$ cat src/rtl/cv32e40p_mem_bridge_if.sv
// Bundles the instruction/data request-grant ports and the single-port SRAM port of cv32e40p_mem_bridge.
// The bridge connects to the slave modport; the environment that drives the core side and models the SRAM uses master.
interface cv32e40p_mem_bridge_if #(
  parameter int AW = 14
);
  logic        instr_req_i;
  logic        instr_gnt_o;
  logic        instr_rvalid_o;
  logic [31:0] instr_addr_i;
  logic [31:0] instr_rdata_o;
  logic        instr_err_o;

  logic        data_req_i;
  logic        data_gnt_o;
  logic        data_rvalid_o;
  logic        data_we_i;
  logic [3:0]  data_be_i;
  logic [31:0] data_addr_i;
  logic [31:0] data_wdata_i;
  logic [31:0] data_rdata_o;
  logic        data_err_o;

  logic          sram_req_o;
  logic          sram_we_o;
  logic [3:0]    sram_be_o;
  logic [AW-1:0] sram_addr_o;
  logic [31:0]   sram_wdata_o;
  logic [31:0]   sram_rdata_i;

  modport slave (
    input  instr_req_i, instr_addr_i,
    input  data_req_i, data_we_i, data_be_i, data_addr_i, data_wdata_i,
    input  sram_rdata_i,
    output instr_gnt_o, instr_rvalid_o, instr_rdata_o, instr_err_o,
    output data_gnt_o, data_rvalid_o, data_rdata_o, data_err_o,
    output sram_req_o, sram_we_o, sram_be_o, sram_addr_o, sram_wdata_o
  );

  modport master (
    output instr_req_i, instr_addr_i,
    output data_req_i, data_we_i, data_be_i, data_addr_i, data_wdata_i,
    output sram_rdata_i,
    input  instr_gnt_o, instr_rvalid_o, instr_rdata_o, instr_err_o,
    input  data_gnt_o, data_rvalid_o, data_rdata_o, data_err_o,
    input  sram_req_o, sram_we_o, sram_be_o, sram_addr_o, sram_wdata_o
  );
endinterface

$ cat src/rtl/cv32e40p_mem_bridge.sv
// Arbitrates the core's instruction and data ports onto one single-port SRAM with optional grant wait states.
// Define CV32E40P_MEM_BRIDGE_RANGE_CHECK_EN to flag accesses beyond the SRAM with err instead of wrapping.
module cv32e40p_mem_bridge #(
  parameter int DEPTH_WORDS = 16384,
  parameter int WAIT_STATES = 0
) (
  input logic                  clk_i,
  input logic                  rst_i,
  cv32e40p_mem_bridge_if.slave bus
);
  localparam int         AW = $clog2(DEPTH_WORDS);
  localparam logic [2:0] WS = 3'(WAIT_STATES);

  typedef enum logic {IDLE, WAIT} state_e;

  state_e      state_q, state_d;
  logic [2:0]  cnt_q, cnt_d;
  logic        lock_data_q, lock_data_d;
  logic        last_data_q;
  logic        ready_q;
  logic        pick_data;
  logic        grant, grant_data;
  logic        instr_gnt, data_gnt;
  logic        in_range;
  logic [31:0] sel_addr;
  logic        instr_rv_q, data_rv_q, rv_zero_q;
  logic [31:0] instr_hold_q, data_hold_q, resp_data;
  logic        unused_addr_bits;

  // On a tie the port that did not win last time goes next.
  assign pick_data = bus.data_req_i & (~bus.instr_req_i | ~last_data_q);

  always_comb begin
    // NOTE: every signal gets a default before the case so no path can leave one unassigned and infer a latch.
    state_d     = state_q;
    cnt_d       = cnt_q;
    lock_data_d = lock_data_q;
    grant       = 1'b0;
    grant_data  = 1'b0;
    case (state_q)
      IDLE: begin
        if (ready_q && (bus.instr_req_i || bus.data_req_i)) begin
          if (WAIT_STATES == 0) begin
            grant      = 1'b1;
            grant_data = pick_data;
          end else begin
            state_d     = WAIT;
            cnt_d       = WS;
            lock_data_d = pick_data;
          end
        end
      end
      WAIT: begin
        cnt_d = cnt_q - 3'd1;
        if (cnt_q <= 3'd1) begin
          grant      = 1'b1;
          grant_data = lock_data_q;
          cnt_d      = 3'd0;
          state_d    = IDLE;
        end
      end
      default: state_d = IDLE;
    endcase
  end

  assign instr_gnt = grant & ~grant_data;
  assign data_gnt  = grant & grant_data;
  assign sel_addr  = grant_data ? bus.data_addr_i : bus.instr_addr_i;

`ifdef CV32E40P_MEM_BRIDGE_RANGE_CHECK_EN
  assign in_range = (sel_addr >> (AW + 2)) == 32'd0;
`else
  assign in_range = 1'b1;
`endif

  // Byte-offset bits and, when wrapping, the bits above the SRAM size carry no information here.
  assign unused_addr_bits = ^{sel_addr[31:AW+2], sel_addr[1:0]};

  assign bus.instr_gnt_o  = instr_gnt;
  assign bus.data_gnt_o   = data_gnt;
  assign bus.sram_req_o   = grant & in_range;
  assign bus.sram_addr_o  = grant ? sel_addr[AW+1:2] : '0;
  assign bus.sram_we_o    = data_gnt & bus.data_we_i;
  assign bus.sram_be_o    = !grant ? 4'h0 : (grant_data ? bus.data_be_i : 4'hF);
  assign bus.sram_wdata_o = data_gnt ? bus.data_wdata_i : 32'h0;

  // NOTE: reset is asynchronous and clears every register, including the rdata hold registers, because their value is visible on the ports.
  always_ff @(posedge clk_i or posedge rst_i) begin
    if (rst_i) begin
      ready_q      <= 1'b0;
      state_q      <= IDLE;
      cnt_q        <= 3'd0;
      lock_data_q  <= 1'b0;
      last_data_q  <= 1'b1;
      instr_rv_q   <= 1'b0;
      data_rv_q    <= 1'b0;
      rv_zero_q    <= 1'b0;
      instr_hold_q <= 32'h0;
      data_hold_q  <= 32'h0;
    end else begin
      // NOTE: non-blocking assignments so every register samples pre-edge values, independent of statement order.
      ready_q     <= 1'b1;
      state_q     <= state_d;
      cnt_q       <= cnt_d;
      lock_data_q <= lock_data_d;
      if (grant) last_data_q <= grant_data;
      instr_rv_q  <= instr_gnt;
      data_rv_q   <= data_gnt;
      rv_zero_q   <= ~in_range | (grant_data & bus.data_we_i);
      if (instr_rv_q) instr_hold_q <= resp_data;
      if (data_rv_q)  data_hold_q  <= resp_data;
    end
  end

  // SRAM read data is only valid in the rvalid cycle, so it is passed through then and held afterwards.
  assign resp_data          = rv_zero_q ? 32'h0 : bus.sram_rdata_i;
  assign bus.instr_rvalid_o = instr_rv_q;
  assign bus.data_rvalid_o  = data_rv_q;
  assign bus.instr_rdata_o  = instr_rv_q ? resp_data : instr_hold_q;
  assign bus.data_rdata_o   = data_rv_q ? resp_data : data_hold_q;

`ifdef CV32E40P_MEM_BRIDGE_RANGE_CHECK_EN
  logic rv_err_q;

  always_ff @(posedge clk_i or posedge rst_i) begin
    if (rst_i) rv_err_q <= 1'b0;
    else       rv_err_q <= ~in_range;
  end

  assign bus.instr_err_o = instr_rv_q & rv_err_q;
  assign bus.data_err_o  = data_rv_q & rv_err_q;
`else
  assign bus.instr_err_o = 1'b0;
  assign bus.data_err_o  = 1'b0;
`endif

endmodule
$ cat src/flat_wrapper.sv
// flat-port wrapper written by rule: the top's interface ports become plain ports
module cv32e40p_mem_bridge_flat 
#(
  parameter int DEPTH_WORDS = 16384,
  parameter int WAIT_STATES = 0
)
  (clk_i, rst_i, bus_instr_req_i, bus_instr_addr_i, bus_data_req_i, bus_data_we_i, bus_data_be_i, bus_data_addr_i, bus_data_wdata_i, bus_sram_rdata_i, bus_instr_gnt_o, bus_instr_rvalid_o, bus_instr_rdata_o, bus_instr_err_o, bus_data_gnt_o, bus_data_rvalid_o, bus_data_rdata_o, bus_data_err_o, bus_sram_req_o, bus_sram_we_o, bus_sram_be_o, bus_sram_addr_o, bus_sram_wdata_o);
  cv32e40p_mem_bridge_if bus_i ();
  input logic clk_i;
  input logic rst_i;
  input wire logic [$bits(bus_i.instr_req_i)-1:0] bus_instr_req_i;
  input wire logic [$bits(bus_i.instr_addr_i)-1:0] bus_instr_addr_i;
  input wire logic [$bits(bus_i.data_req_i)-1:0] bus_data_req_i;
  input wire logic [$bits(bus_i.data_we_i)-1:0] bus_data_we_i;
  input wire logic [$bits(bus_i.data_be_i)-1:0] bus_data_be_i;
  input wire logic [$bits(bus_i.data_addr_i)-1:0] bus_data_addr_i;
  input wire logic [$bits(bus_i.data_wdata_i)-1:0] bus_data_wdata_i;
  input wire logic [$bits(bus_i.sram_rdata_i)-1:0] bus_sram_rdata_i;
  output wire logic [$bits(bus_i.instr_gnt_o)-1:0] bus_instr_gnt_o;
  output wire logic [$bits(bus_i.instr_rvalid_o)-1:0] bus_instr_rvalid_o;
  output wire logic [$bits(bus_i.instr_rdata_o)-1:0] bus_instr_rdata_o;
  output wire logic [$bits(bus_i.instr_err_o)-1:0] bus_instr_err_o;
  output wire logic [$bits(bus_i.data_gnt_o)-1:0] bus_data_gnt_o;
  output wire logic [$bits(bus_i.data_rvalid_o)-1:0] bus_data_rvalid_o;
  output wire logic [$bits(bus_i.data_rdata_o)-1:0] bus_data_rdata_o;
  output wire logic [$bits(bus_i.data_err_o)-1:0] bus_data_err_o;
  output wire logic [$bits(bus_i.sram_req_o)-1:0] bus_sram_req_o;
  output wire logic [$bits(bus_i.sram_we_o)-1:0] bus_sram_we_o;
  output wire logic [$bits(bus_i.sram_be_o)-1:0] bus_sram_be_o;
  output wire logic [$bits(bus_i.sram_addr_o)-1:0] bus_sram_addr_o;
  output wire logic [$bits(bus_i.sram_wdata_o)-1:0] bus_sram_wdata_o;
  assign bus_i.instr_req_i = bus_instr_req_i;
  assign bus_i.instr_addr_i = bus_instr_addr_i;
  assign bus_i.data_req_i = bus_data_req_i;
  assign bus_i.data_we_i = bus_data_we_i;
  assign bus_i.data_be_i = bus_data_be_i;
  assign bus_i.data_addr_i = bus_data_addr_i;
  assign bus_i.data_wdata_i = bus_data_wdata_i;
  assign bus_i.sram_rdata_i = bus_sram_rdata_i;
  assign bus_instr_gnt_o = bus_i.instr_gnt_o;
  assign bus_instr_rvalid_o = bus_i.instr_rvalid_o;
  assign bus_instr_rdata_o = bus_i.instr_rdata_o;
  assign bus_instr_err_o = bus_i.instr_err_o;
  assign bus_data_gnt_o = bus_i.data_gnt_o;
  assign bus_data_rvalid_o = bus_i.data_rvalid_o;
  assign bus_data_rdata_o = bus_i.data_rdata_o;
  assign bus_data_err_o = bus_i.data_err_o;
  assign bus_sram_req_o = bus_i.sram_req_o;
  assign bus_sram_we_o = bus_i.sram_we_o;
  assign bus_sram_be_o = bus_i.sram_be_o;
  assign bus_sram_addr_o = bus_i.sram_addr_o;
  assign bus_sram_wdata_o = bus_i.sram_wdata_o;
  cv32e40p_mem_bridge #(.DEPTH_WORDS(DEPTH_WORDS), .WAIT_STATES(WAIT_STATES)) u_core (.clk_i(clk_i), .rst_i(rst_i), .bus(bus_i));
endmodule
$ cat config.mk
export PLATFORM = sky130hd
export DESIGN_NAME = cv32e40p_mem_bridge_flat
export DESIGN_NICKNAME = d
export VERILOG_FILES = /design/src/rtl/cv32e40p_mem_bridge_if.sv /design/src/rtl/cv32e40p_mem_bridge.sv /design/src/flat_wrapper.sv
export SDC_FILE = /design/constraint.sdc
export NUM_CORES = 1
export LEC_CHECK = 0
export BUFFER_PORTS_ARGS = -buffer_cell sky130_fd_sc_hd__buf_2
export CORE_AREA = 2 2 102 104
export CTS_CLUSTER_DIAMETER = 150
export DETAILED_ROUTE_END_ITERATION = 6
export DIE_AREA = 0 0 104 106
export HOLD_SLACK_MARGIN = 0.15
export PLACE_DENSITY = 0.78
export SLEW_MARGIN = 10
export SYNTH_ARGS = -nofsm -noshare
export SYNTH_HDL_FRONTEND = slang
export SYNTH_SLANG_ARGS = --single-unit
export TNS_END_PERCENT = 50
$ cat constraint.sdc
create_clock -name clk_i -period 6.31 [get_ports clk_i]
set_clock_uncertainty 0.15 [all_clocks]
set_input_delay 0.9465 -clock clk_i [delete_from_list [all_inputs] [get_ports clk_i]]
set_output_delay 0.9465 -clock clk_i [all_outputs]
set_load 0.03 [all_outputs]
==> out/qor.yml, run 1 <==
pwr:
  leakage_nw: 2.62
  switching_power_w: 0.000528
  p_int_w: 0.000957
  sw_frac_of_total_pct: 35.6
  powerDensity_nw_per_um2: 302
  p_comb_share_pct: 34.9
  ir_worst_vdd_uv: 125
  p_clk_share_pct: 26.6
  power_frac_seq_pct: 38.5
sta:
  hold_violations: 0
  max-slew-margin-rel_pct: 39.7
  tightest_slew_ns: 0.905
  fin_crit_sh_pct: 54.1
  setup_tns_ns: 0
  rsz0062_at_grt: "false"
  drv_slew: 0
  setup_viol: 0
  fmax_mhz: 293
  fin_crit_ns: 3.41
outcome:
  run_status: "completed"
drt:
  ant_nets: 0
  routedWlPerCell_um: 14.2
  remaining_drc_errors: 0
  vias: 2913
  drt-total-wl_um: 9240
  viasPerCell: 4.46
  dr.pass1.iters: 4
  drt_iter0_markers: 75
synthesis:
  synth_xor_area_share_pct: 0
  postSynthAreaPerCell_um2: 11.9
  synth.largest_area_cell: "dfrtp_1"
  yosys_warnings: 0
  synthMuxAreaShare_pct: 20.6
  netlist_top_cells_area: "dfrtp_1, mux2_2, and2_1"
  synth-seq-area-share_pct: 51.6
  synth_area_um2: 3540
  syn_inst: 297
  ys_types: 25
  synthAdderAreaFrac_pct: 0.706
  synthSimpleGateAreaFrac_pct: 16.7
  synth_top_family_by_area: "multiplexers"
  synth_top_area_share_pct: 50.8
  ys_ff_latch: 73
  synth-compound-area-share_pct: 5.05
worst_setup_path:
  critical-path-slowest-cell: "inv_4"
  crit_chain: "buf_2 > nand2_1 > nand4b_4 > inv_4 > nand2_1 > a21oi_2 > buf_2"
  cp.required_ns: 5.21
  crit_buf_inv: 3
  cpPeakStageDelay_ns: 0.42
  cp_top_family: "buffers and inverters"
  critPathLaunchType: "input port"
  crit_arrival_ns: 2.32
  end_kind: "output pin"
  crit_type: "input port to output pin"
  crit_fanout: 52
global_route:
  grt_max_degree: 74
  antenna_found_initial: 0
  overflow: 0
  grt_pass1_wl_um: 14300
  track_usage_pct: 16.5
  grt_pass1_vias: 2939
place:
  place_congestion: 0.897
  port_buffers: 220
  numPlacedInstances: 637
  hpwl_um: 7060
die:
  start_util_pct: 35.4
  io_pins: 259
  core_area_um2: 10000
  die_width_um: 104
  die_h_um: 106
  die_area_um2: 11000
  num_rows: 37
clock_network:
  numCtsBuffers: 9
  clkSlewWorstSetupHoldPaths_ns: 0.07
  postCtsHoldBufs: 0
  clock_latency_ns: 0.34
  cts.repair.resized: 0
  htree_levels: 3
  root_buffer: "clkbuf_8"
  clock_sinks: 73
  cts_buffer_depth: 2
  post_cts_buffers: 0
  cts_tree: "built"
flow_run:
  drv_cap: 0
finish:
  diodes: 0
  syn2layout_area_growth_pct: 38.6
  fin_cells: 653
  nets: 651
  layout-drive-gt1-share_pct: 62.1
worst_hold_path:
  hold_class: "flop to flop"
## cells in the mapped netlist
master	number
nand4b_4	1
buf_4	2
ha_1	2
and2_1	34
inv_1	5
o21a_1	1
buf_6	8
mux2i_1	1
nor2b_1	32
nor2_1	9
o21ba_1	1
conb_1	2
buf_2	9
o21ai_2	15
o22ai_1	1
clkbuf_1	2
nand2_1	30
mux2_1	3
nor3b_1	1
mux2_2	61
a21o_1	2
a21oi_2	1
dfstp_2	1
dfrtp_1	72
inv_4	1
## layout make-up
type / instances / area (µm²)
Clock inverter: 5 / 78.8
Tap cell: 136 / 170
Multi-Input combinational cell: 198 / 1540
Sequential cell: 73 / 1830
Fill cell: 947 / 5090
Inverter: 6 / 25.0
Timing Repair Buffer: 224 / 1130
Clock buffer: 11 / 141
## power by group through the flow
stage	registers, W	logic, W	clock network, W
after global routing	0.000580	0.000550	0.000434
after global placement	0.000576	0.000513	0
after CTS	0.000573	0.000524	0.000411
final	0.000572	0.000518	0.000395
after detailed placement	0.000583	0.000523	0
after floorplan	0.000573	0.000382	0
## placed cells by master, fill, tap and decap left out, drive strengths merged
master  netlist  final
a21o          2      2
a21oi         1      1
and2         34     34
buf          19    224
bufinv        0      2
clkbuf        2     11
clkinv        0      3
conb          2      3
dfrtp        72     72
dfstp         1      1
ha            2      2
inv           6      6
mux2         64     64
mux2i         1      1
nand2        30     30
nand4b        1      1
nor2          9      9
nor2b        32     32
nor3b         1      1
o21a          1      1
o21ai        15     15
o21ba         1      1
o22ai         1      1
## flip-flops by register name (all words and copies together), names as in the netlist
name                       cells
u_core.data_hold_q            32
u_core.instr_hold_q           32
u_core.cnt_q                   3
u_core.bus.data_rvalid_o       1
u_core.bus.instr_rvalid_o      1
u_core.last_data_q             1
u_core.ready_q                 1
u_core.rv_zero_q               1
u_core.state_q                 1
## worst paths after layout
check	startpoint	to	slack, ns	depth (start not counted)
max	bus_instr_req_i	bus_sram_addr_o[13]	2.90	7
max reg2reg	u_core.cnt_q[0]$_DFFE_PP0P_	u_core.bus.instr_rvalid_o$_DFF_PP0_	4.51	6
min reg2reg	u_core.data_hold_q[9]$_DFF_PP0_	u_core.data_hold_q[9]$_DFF_PP0_	0.34	1
max in group asynchronous	rst_i	u_core.rv_zero_q$_DFF_PP0_	4.65	3
min	u_core.data_hold_q[9]$_DFF_PP0_	u_core.data_hold_q[9]$_DFF_PP0_	0.34	1
min in group asynchronous	rst_i	u_core.data_hold_q[5]$_DFF_PP0_	0.74	3
## layer usage
metal / track usage [%] / vias up / routed length [µm]
met5: 0 / - / 0
met4: 5.98 / 0 / 119
met3: 3.92 / 9 / 568
met2: 30.7 / 130 / 4920
met1: 18.4 / 1382 / 3640
li1: - / 1392 / -
## cell families (layout without fill, tap and decap cells)
logic type / count (synthesis) / in the layout
AO/OA/AOI/OAI: 21 / 21
adder cells (fa/ha/maj): 2 / 2
buffers and inverters: 27 / 246
flip-flops: 73 / 73
multiplexers: 65 / 65
other: 2 / 3
AND/OR/NAND/NOR: 107 / 107
## metrics by stage
| stage | hold slack, ns | area [µm²] | util [%] | total power, W | worst slack, ns |
|---|---|---|---|---|---|
| global placement | 0.315 | 4690 | 46.9 | 0.00109 | 2.90 |
| global route | 0.363 | 4910 | 49.1 | 0.00156 | 2.67 |
| finish | 0.337 | 4910 | 49.1 | 0.00148 | 2.90 |
| detailed placement | 0.321 | 4690 | 46.9 | 0.00111 | 2.87 |
| floorplan | 0.344 | 3550 | - | 0.000954 | 3.36 |
| CTS | 0.338 | 4910 | 49.1 | 0.00151 | 2.87 |
Power figures use the tool's default switching activity.
==> inputs of run 2 (changes only) <==
--- a/config.mk
+++ b/config.mk
@@ -5,13 +5,14 @@
 export SDC_FILE = /design/constraint.sdc
 export NUM_CORES = 1
 export LEC_CHECK = 0
+export ABC_AREA = 1
 export BUFFER_PORTS_ARGS = -buffer_cell sky130_fd_sc_hd__buf_2
-export CORE_AREA = 2 2 102 104
+export CORE_MARGIN = 2
+export CORE_UTILIZATION = 36
 export CTS_CLUSTER_DIAMETER = 150
 export DETAILED_ROUTE_END_ITERATION = 6
-export DIE_AREA = 0 0 104 106
 export HOLD_SLACK_MARGIN = 0.15
-export PLACE_DENSITY = 0.78
+export PLACE_DENSITY = 0.82
 export SLEW_MARGIN = 10
 export SYNTH_ARGS = -nofsm -noshare
 export SYNTH_HDL_FRONTEND = slang
==> constraint.sdc (replaced) <==
create_clock -name clk_i -period 3.06 [get_ports clk_i]
set_clock_uncertainty 0.15 [all_clocks]
set_input_delay 0.459 -clock clk_i [delete_from_list [all_inputs] [get_ports clk_i]]
set_output_delay 0.459 -clock clk_i [all_outputs]
set_load 0.03 [all_outputs]
==> run 2 against run 1 <==
  * Critical path depth is 2 lower
  * Cell count is 21% higher
  * Sequential share of layout area is 0.44 points higher
  * Synthesized cell count is 49% higher
  * Sequential power is 100% higher
  * Routed wire length is 19% higher
  * Non-clock buffer count is 4 higher
  * Utilization is 3.5 points higher
  * Combinational power is 87% higher
  * Critical path type is now flop to output pin
  * Highest routed layer unchanged
==> out/qor.yml, run 2 <==
clock_network:
  numCtsBuffers: 9  # unchanged
  cts.repair.resized: 0  # unchanged
  post_cts_buffers: 0  # unchanged
  cts_tree: "built"
  htree_levels: 3  # unchanged
  cts_buffer_depth: 2  # unchanged
  root_buffer: "clkbuf_8"
  clkSlewWorstSetupHoldPaths_ns: 0.08  # about the same
  clock_latency_ns: 0.34  # about the same
  clock_sinks: 73  # unchanged
finish:
  syn2layout_area_growth_pct: 42.1
  final_cell_mix: "buf_2, nor2_1, nand2_1"
  layout-drive-gt1-share_pct: 37.9  # -24 points
  nets: 794  # +22%
  top_regs: "u_core.data_hold_q: 32 flops, u_core.instr_hold_q: 32 flops, u_core.cnt_q: 3 flops"
  final_common_cell: "buf_2"
synthesis:
  ys_ff_latch: 73  # unchanged
  yosys_warnings: 0  # unchanged
  synth_top_area_share_pct: 52.7  # +1.9 points
  yosysMostFrequentCell: "nor2_1"
  ys_top_cells_by_count: "nor2_1, nand2_1, dfrtp_1, a21oi_1, inv_1"
  postSynthAreaPerCell_um2: 7.70  # -35%
  synth_ff_type: "dfrtp_1"
  synth_edf_count: 0  # unchanged
  synth-seq-area-share_pct: 53.5  # +1.9 points
  async_flop_share_pct: 100  # unchanged
  syn_inst: 444  # +49%
  netlist_top_cells_area: "dfrtp_1, nor2_1, a21oi_1"
  ys_types: 21  # -16%
  synth_area_um2: 3420  # -3.5%
  synth.largest_area_cell: "dfrtp_1"
pwr:
  ir_worst_vdd_uv: 291  # +130%
  powerDensity_nw_per_um2: 610  # +100%
  design_power_total_w: 0.00297  # +100%
  leakage_nw: 2.87  # +9.5%
place:
  dp_slack_ns: 0.594  # -2.28 ns
  place_congestion: 0.970  # +8.1%
  port_buffers: 220  # unchanged
  hpwl_um: 8500  # +20%
global_route:
  overflow: 0  # unchanged
  track_usage_pct: 20.5  # +4.0 points
  antenna_found_initial: 1  # +1
  grt_pass1_vias: 3427  # +17%
  grt_max_degree: 47  # -36%
  grt_pass1_wl_um: 16300  # +14%
sta:
  max-slew-margin-rel_pct: 54.1  # +14 points
  drv_slew: 0  # unchanged
  rsz0062_at_grt: "false"
  setup_viol: 0  # unchanged
  hold_violations: 0  # unchanged
  setup_tns_ns: 0  # unchanged
  fmax_mhz: 370
  fin_crit_ns: 2.70
  tightest_slew_ns: 0.687  # -0.217 ns
  layout_setup_ws_ns: 0.359  # -2.54 ns
  fin_crit_sh_pct: 88.3
die:
  die_h_um: 101  # -4.3%
  die_area_um2: 10300  # -6.6%
  io_pins: 259  # unchanged
  start_util_pct: 37.0  # +1.6 points
  core_area_um2: 9240  # -7.6%
  die_width_um: 101  # -2.5%
  num_rows: 35  # -5.4%
drt:
  dr.pass1.iters: 5  # +1
  drt_iter0_markers: 105  # +40%
  viasPerCell: 4.58  # +2.7%
  drt-total-wl_um: 11000  # +19%
  routedWlPerCell_um: 13.9  # -1.6%
  remaining_drc_errors: 0  # unchanged
  ant_nets: 0  # unchanged
  vias: 3621  # +24%
worst_hold_path:
  hold_class: "input port to flop"
worst_setup_path:
  crit_fanout: 46  # -12%
  cp.required_ns: 2.45  # -2.76 ns
  crit_type: "flop to output pin"
  end_kind: "output pin"
  crit_arrival_ns: 2.09  # -0.23 ns
  critPathLaunchType: "flop"
flow_run:
  drv_cap: 0  # unchanged
outcome:
  run_status: "completed"
[run 2: cell types whose count changed after synthesis, moves of 7 or more]
cell,before,now
nor2_1,9,107
a21oi_1,0,64
mux2_2,61,0
nand2_1,30,85
inv_1,5,55
and2_1,34,0
nor2b_1,32,0
o21ai_2,15,0
nand4_1,0,14
buf_6,8,0
buf_1,0,7
[run 2: kinds of logic after synthesis]
kind of cell	count (synthesis)	share of synthesized area, %
AND/OR/NAND/NOR	214	25.4
buffers and inverters	85	10.1
flip-flops	73	53.5
AO/OA/AOI/OAI	68	10.0
adder cells (fa/ha/maj)	2	0.732
other	2	0.220
[run 2: critical path, cell delays in order, from the launching register on]
cell and delay (ns):
dfrtp_1 0.45, inv_2 0.14, nand4_4 0.48, buf_4 0.38, nor2_1 0.10, buf_2 0.21
[run 2: layout make-up]
cell class                 count  area, µm²
sequential                    73       1830
fill                         886       4380
multi-input combinational    287       1250
antenna                        1       2.50
clock buffer                  10        128
clock inverter                 6       90.1
timing repair buffer         228       1190
inverter                      56        210
tap                          129        161
[run 2: path summary, 6_finish.rpt]
check / slack (ns) / from / depth (start not counted) / endpoint
max in group asynchronous: 1.44 / rst_i / 4 / u_core.bus.instr_rvalid_o$_DFF_PP0_
min: 0.25 / bus_sram_rdata_i[13] / 3 / u_core.instr_hold_q[13]$_DFF_PP0_
max: 0.36 / u_core.state_q$_DFF_PP0_ / 5 / bus_sram_wdata_o[27]
min in group asynchronous: 0.65 / rst_i / 3 / u_core.data_hold_q[12]$_DFF_PP0_
min reg2reg: 0.34 / u_core.last_data_q$_DFFE_PP1P_ / 2 / u_core.last_data_q$_DFFE_PP1P_
max reg2reg: 1.33 / u_core.bus.instr_rvalid_o$_DFF_PP0_ / 3 / u_core.instr_hold_q[9]$_DFF_PP0_
[run 2: power breakdown]
part,internal (W),switching (W),total [W]
logic,0.000270,0.000699,0.000969
clock network,0.000463,0.000366,0.000829
registers,0.00111,0.0000559,0.00117
[run 2: through the flow]
stage                     cells  hold WS (ns)  util [%]  instance area [µm²]
after global placement      772         0.314      50.1                 4630
after CTS                   789         0.228      52.6                 4860
after detailed placement    772         0.323      50.1                 4630
after global routing        790         0.230      52.6                 4860
after floorplan             445         0.302         -                 3420
final                       790         0.246      52.6                 4860
[run 2: routing by layer]
metal  GRT usage, %  wire (µm)
met4           10.8        456
met2           37.4       5640
met3           4.35        620
met1           22.3       4280
met5              0          0
[run 2: timing repair]
action / 4_1_cts / 5_1_grt
endpoints found under the setup margin: 0 / 0
hold endpoints to repair: 28 / 0
hold buffers: 1 / 0
==> inputs of run 3 (changes only) <==
--- a/config.mk
+++ b/config.mk
@@ -7,6 +7,7 @@
 export LEC_CHECK = 0
 export ABC_AREA = 1
 export BUFFER_PORTS_ARGS = -buffer_cell sky130_fd_sc_hd__buf_2
+export CAP_MARGIN = 30
 export CORE_MARGIN = 2
 export CORE_UTILIZATION = 36
 export CTS_CLUSTER_DIAMETER = 150
==> constraint.sdc (replaced) <==
create_clock -name clk_i -period 3.06 [get_ports clk_i]
set_clock_uncertainty 0.15 [all_clocks]
set_input_delay 0.459 -clock clk_i [delete_from_list [all_inputs] [get_ports clk_i]]
set_output_delay 0.459 -clock clk_i [all_outputs]
set_load 0.02 [all_outputs]
==> run 3 against run 2 <==
  * Global-route usage grew 0.36 points
  * Critical path depth unchanged
  * Total power increased by 0.70%
==> out/qor.yml, run 3 (same netlist as run 2, synthesis figures left out) <==
outcome:
  run_status: "completed"
worst_setup_path:
  crit_arrival_ns: 2.08  # about the same
  crit_chain: "inv_2 > nand4_4 > buf_4 > nor2_1 > buf_2"
  cp_top_family: "buffers and inverters"
  crit_fanout: 45  # -2.2%
  regToRegSetupSlack_ns: 1.33  # about the same
  rr_startpoint: "u_core.bus.instr_rvalid_o$_DFF_PP0_"
  crit_buf_inv: 3  # unchanged
  cpPeakStageDelay_ns: 0.48  # about the same
  crit_type: "flop to output pin"
  critPathLaunchType: "flop"
  r2r_cells: 3  # unchanged
  startpoint: "u_core.state_q$_DFF_PP0_"
  reg2reg_to: "u_core.instr_hold_q[11]$_DFF_PP0_"
  critical-path-slowest-cell: "nand4_4"
  end_kind: "output pin"
  cp.required_ns: 2.45  # about the same
clock_network:
  root_buffer: "clkbuf_8"
  numCtsBuffers: 9  # unchanged
  htree_levels: 3  # unchanged
  clock_latency_ns: 0.33  # about the same
  clkSlewWorstSetupHoldPaths_ns: 0.08  # about the same
  cts.repair.resized: 0  # unchanged
  cts_buffer_depth: 2  # unchanged
  clock_sinks: 73  # unchanged
  cts_tree: "built"
sta:
  hold_violations: 0  # unchanged
  max-slew-margin-rel_pct: 50.1  # -4.0 points
  fin_crit_sh_pct: 87.7  # -0.54 points
  tightest_slew_ns: 0.748  # +0.0604 ns
  fmax_mhz: 372  # +0.61%
  timing.hold.ws_ns: 0.242  # -0.00382 ns
  setup_viol: 0  # unchanged
  setup_tns_ns: 0  # unchanged
  drv_slew: 0  # unchanged
  rsz0062_at_grt: "false"
  fin_crit_ns: 2.68  # -0.0164 ns
place:
  place_congestion: 0.962  # -0.84%
  port_buffers: 220  # unchanged
  hpwl_um: 8600  # +1.2%
  place_area_um2: 4640  # +0.16%
drt:
  viasPerCell: 4.58  # -0.17%
  routedWlPerCell_um: 13.9  # -0.25%
  dr.pass1.iters: 4  # -1
  vias: 3624  # +0.083%
  drt-total-wl_um: 11000  # unchanged
  remaining_drc_errors: 0  # unchanged
  ant_nets: 0  # unchanged
  drt_iter0_markers: 151  # +44%
global_route:
  grt_pass1_vias: 3436  # +0.26%
  grt_pass1_wl_um: 16500  # +1.3%
  overflow: 0  # unchanged
  antenna_found_initial: 2  # +1
  track_usage_pct: 20.9  # +0.36 points
  grt_max_degree: 46  # -2.1%
finish:
  final_area_um2: 4920  # +1.2%
  final_common_cell: "buf_2"
  top_regs: "u_core.data_hold_q: 32 flops, u_core.instr_hold_q: 32 flops, u_core.cnt_q: 3 flops"
  final_cell_mix: "buf_2, nor2_1, nand2_1"
  layout-drive-gt1-share_pct: 38.0  # +0.094 points
  nets: 795  # +0.13%
  syn2layout_area_growth_pct: 43.8
pwr:
  powerDensity_nw_per_um2: 607  # -0.48%
  leakage_nw: 2.90  # +1.0%
  ir_worst_vdd_uv: 264  # -9.3%
die:
  num_rows: 35  # unchanged
  start_util_pct: 37.0  # unchanged
  die_width_um: 101  # unchanged
  core_area_um2: 9240  # unchanged
  die_h_um: 101  # unchanged
  die_area_um2: 10300  # unchanged
  io_pins: 259  # unchanged
worst_hold_path:
  holdPathEnd: "u_core.data_hold_q[26]$_DFF_PP0_"
  min_from: "bus_sram_rdata_i[26]"
  worstHoldPathCells: 3  # unchanged
  hold_class: "input port to flop"
flow_run:
  drv_cap: 0  # unchanged
[run 3: cell count changes in the layout (fill, tap and decap cells not counted)]
cell        change
diode_2         +1
clkinv_2        -1
clkinvlp_4      -1
bufinv_16       +2
buf_4           +1
[run 3: metal layers]
layer	part of all wire [%]	vias up	GRT usage, %
li1	-	1781	-
met2	52	166	37.2
met1	37	1647	22.6
met3	6.2	30	3.93
met5	0	-	0
met4	4.8	0	13.6
[run 3: worst register-to-register path, cell delays in order, from the launching register on]
cell,delay (ns)
dfrtp_2,0.85
buf_4,0.34
nor2_1,0.08
a21oi_1,0.19
[run 3: cell type report]
cell class | count | area [µm²]
fill | 874 | 4320
sequential | 73 | 1830
multi-input combinational | 287 | 1250
timing repair buffer | 229 | 1200
inverter | 56 | 210
tap | 129 | 161
clock inverter | 6 | 138
clock buffer | 10 | 128
antenna | 2 | 5.00
[run 3: how the worst max path moves through the flow]
| stage | endpoint | slack (ns) | depth (start not counted) |
|---|---|---|---|
| after floorplan | u_core.bus.data_rvalid_o$_DFF_PP0_ | 0.60 | 1 |
| after global placement | bus_sram_wdata_o[12] | 0.68 | 6 |
| after detailed placement | bus_sram_wdata_o[17] | 0.62 | 6 |
| after CTS | bus_sram_wdata_o[17] | 0.36 | 5 |
| after global routing | bus_sram_wdata_o[16] | 0.20 | 5 |
| final | bus_sram_wdata_o[15] | 0.38 | 5 |
[run 3: what timing repair did]
| action | in CTS | in global routing |
|---|---|---|
| buffers inserted | 0 | 0 |
| hold buffers | 1 | 0 |
| endpoints found under the hold margin | 28 | 0 |
[run 3: power by group]
group	internal, W	switching [W]	leakage [nW]
sequential	0.00111	0.0000605	0.821
combinational	0.000271	0.000553	1.95
clock	0.000629	0.000361	0.131
[run 3: metrics by stage]
step           cells  setup slack, ns  power, W  util [%]
4_1_cts          790            0.359   0.00302      53.1
3_3_place_gp     773            0.684   0.00199      50.2
5_1_grt          792            0.200   0.00315      53.2
2_1_floorplan    445            0.599   0.00170         -
6_report         792            0.375   0.00299      53.2
3_5_place_dp     773            0.624   0.00202      50.2
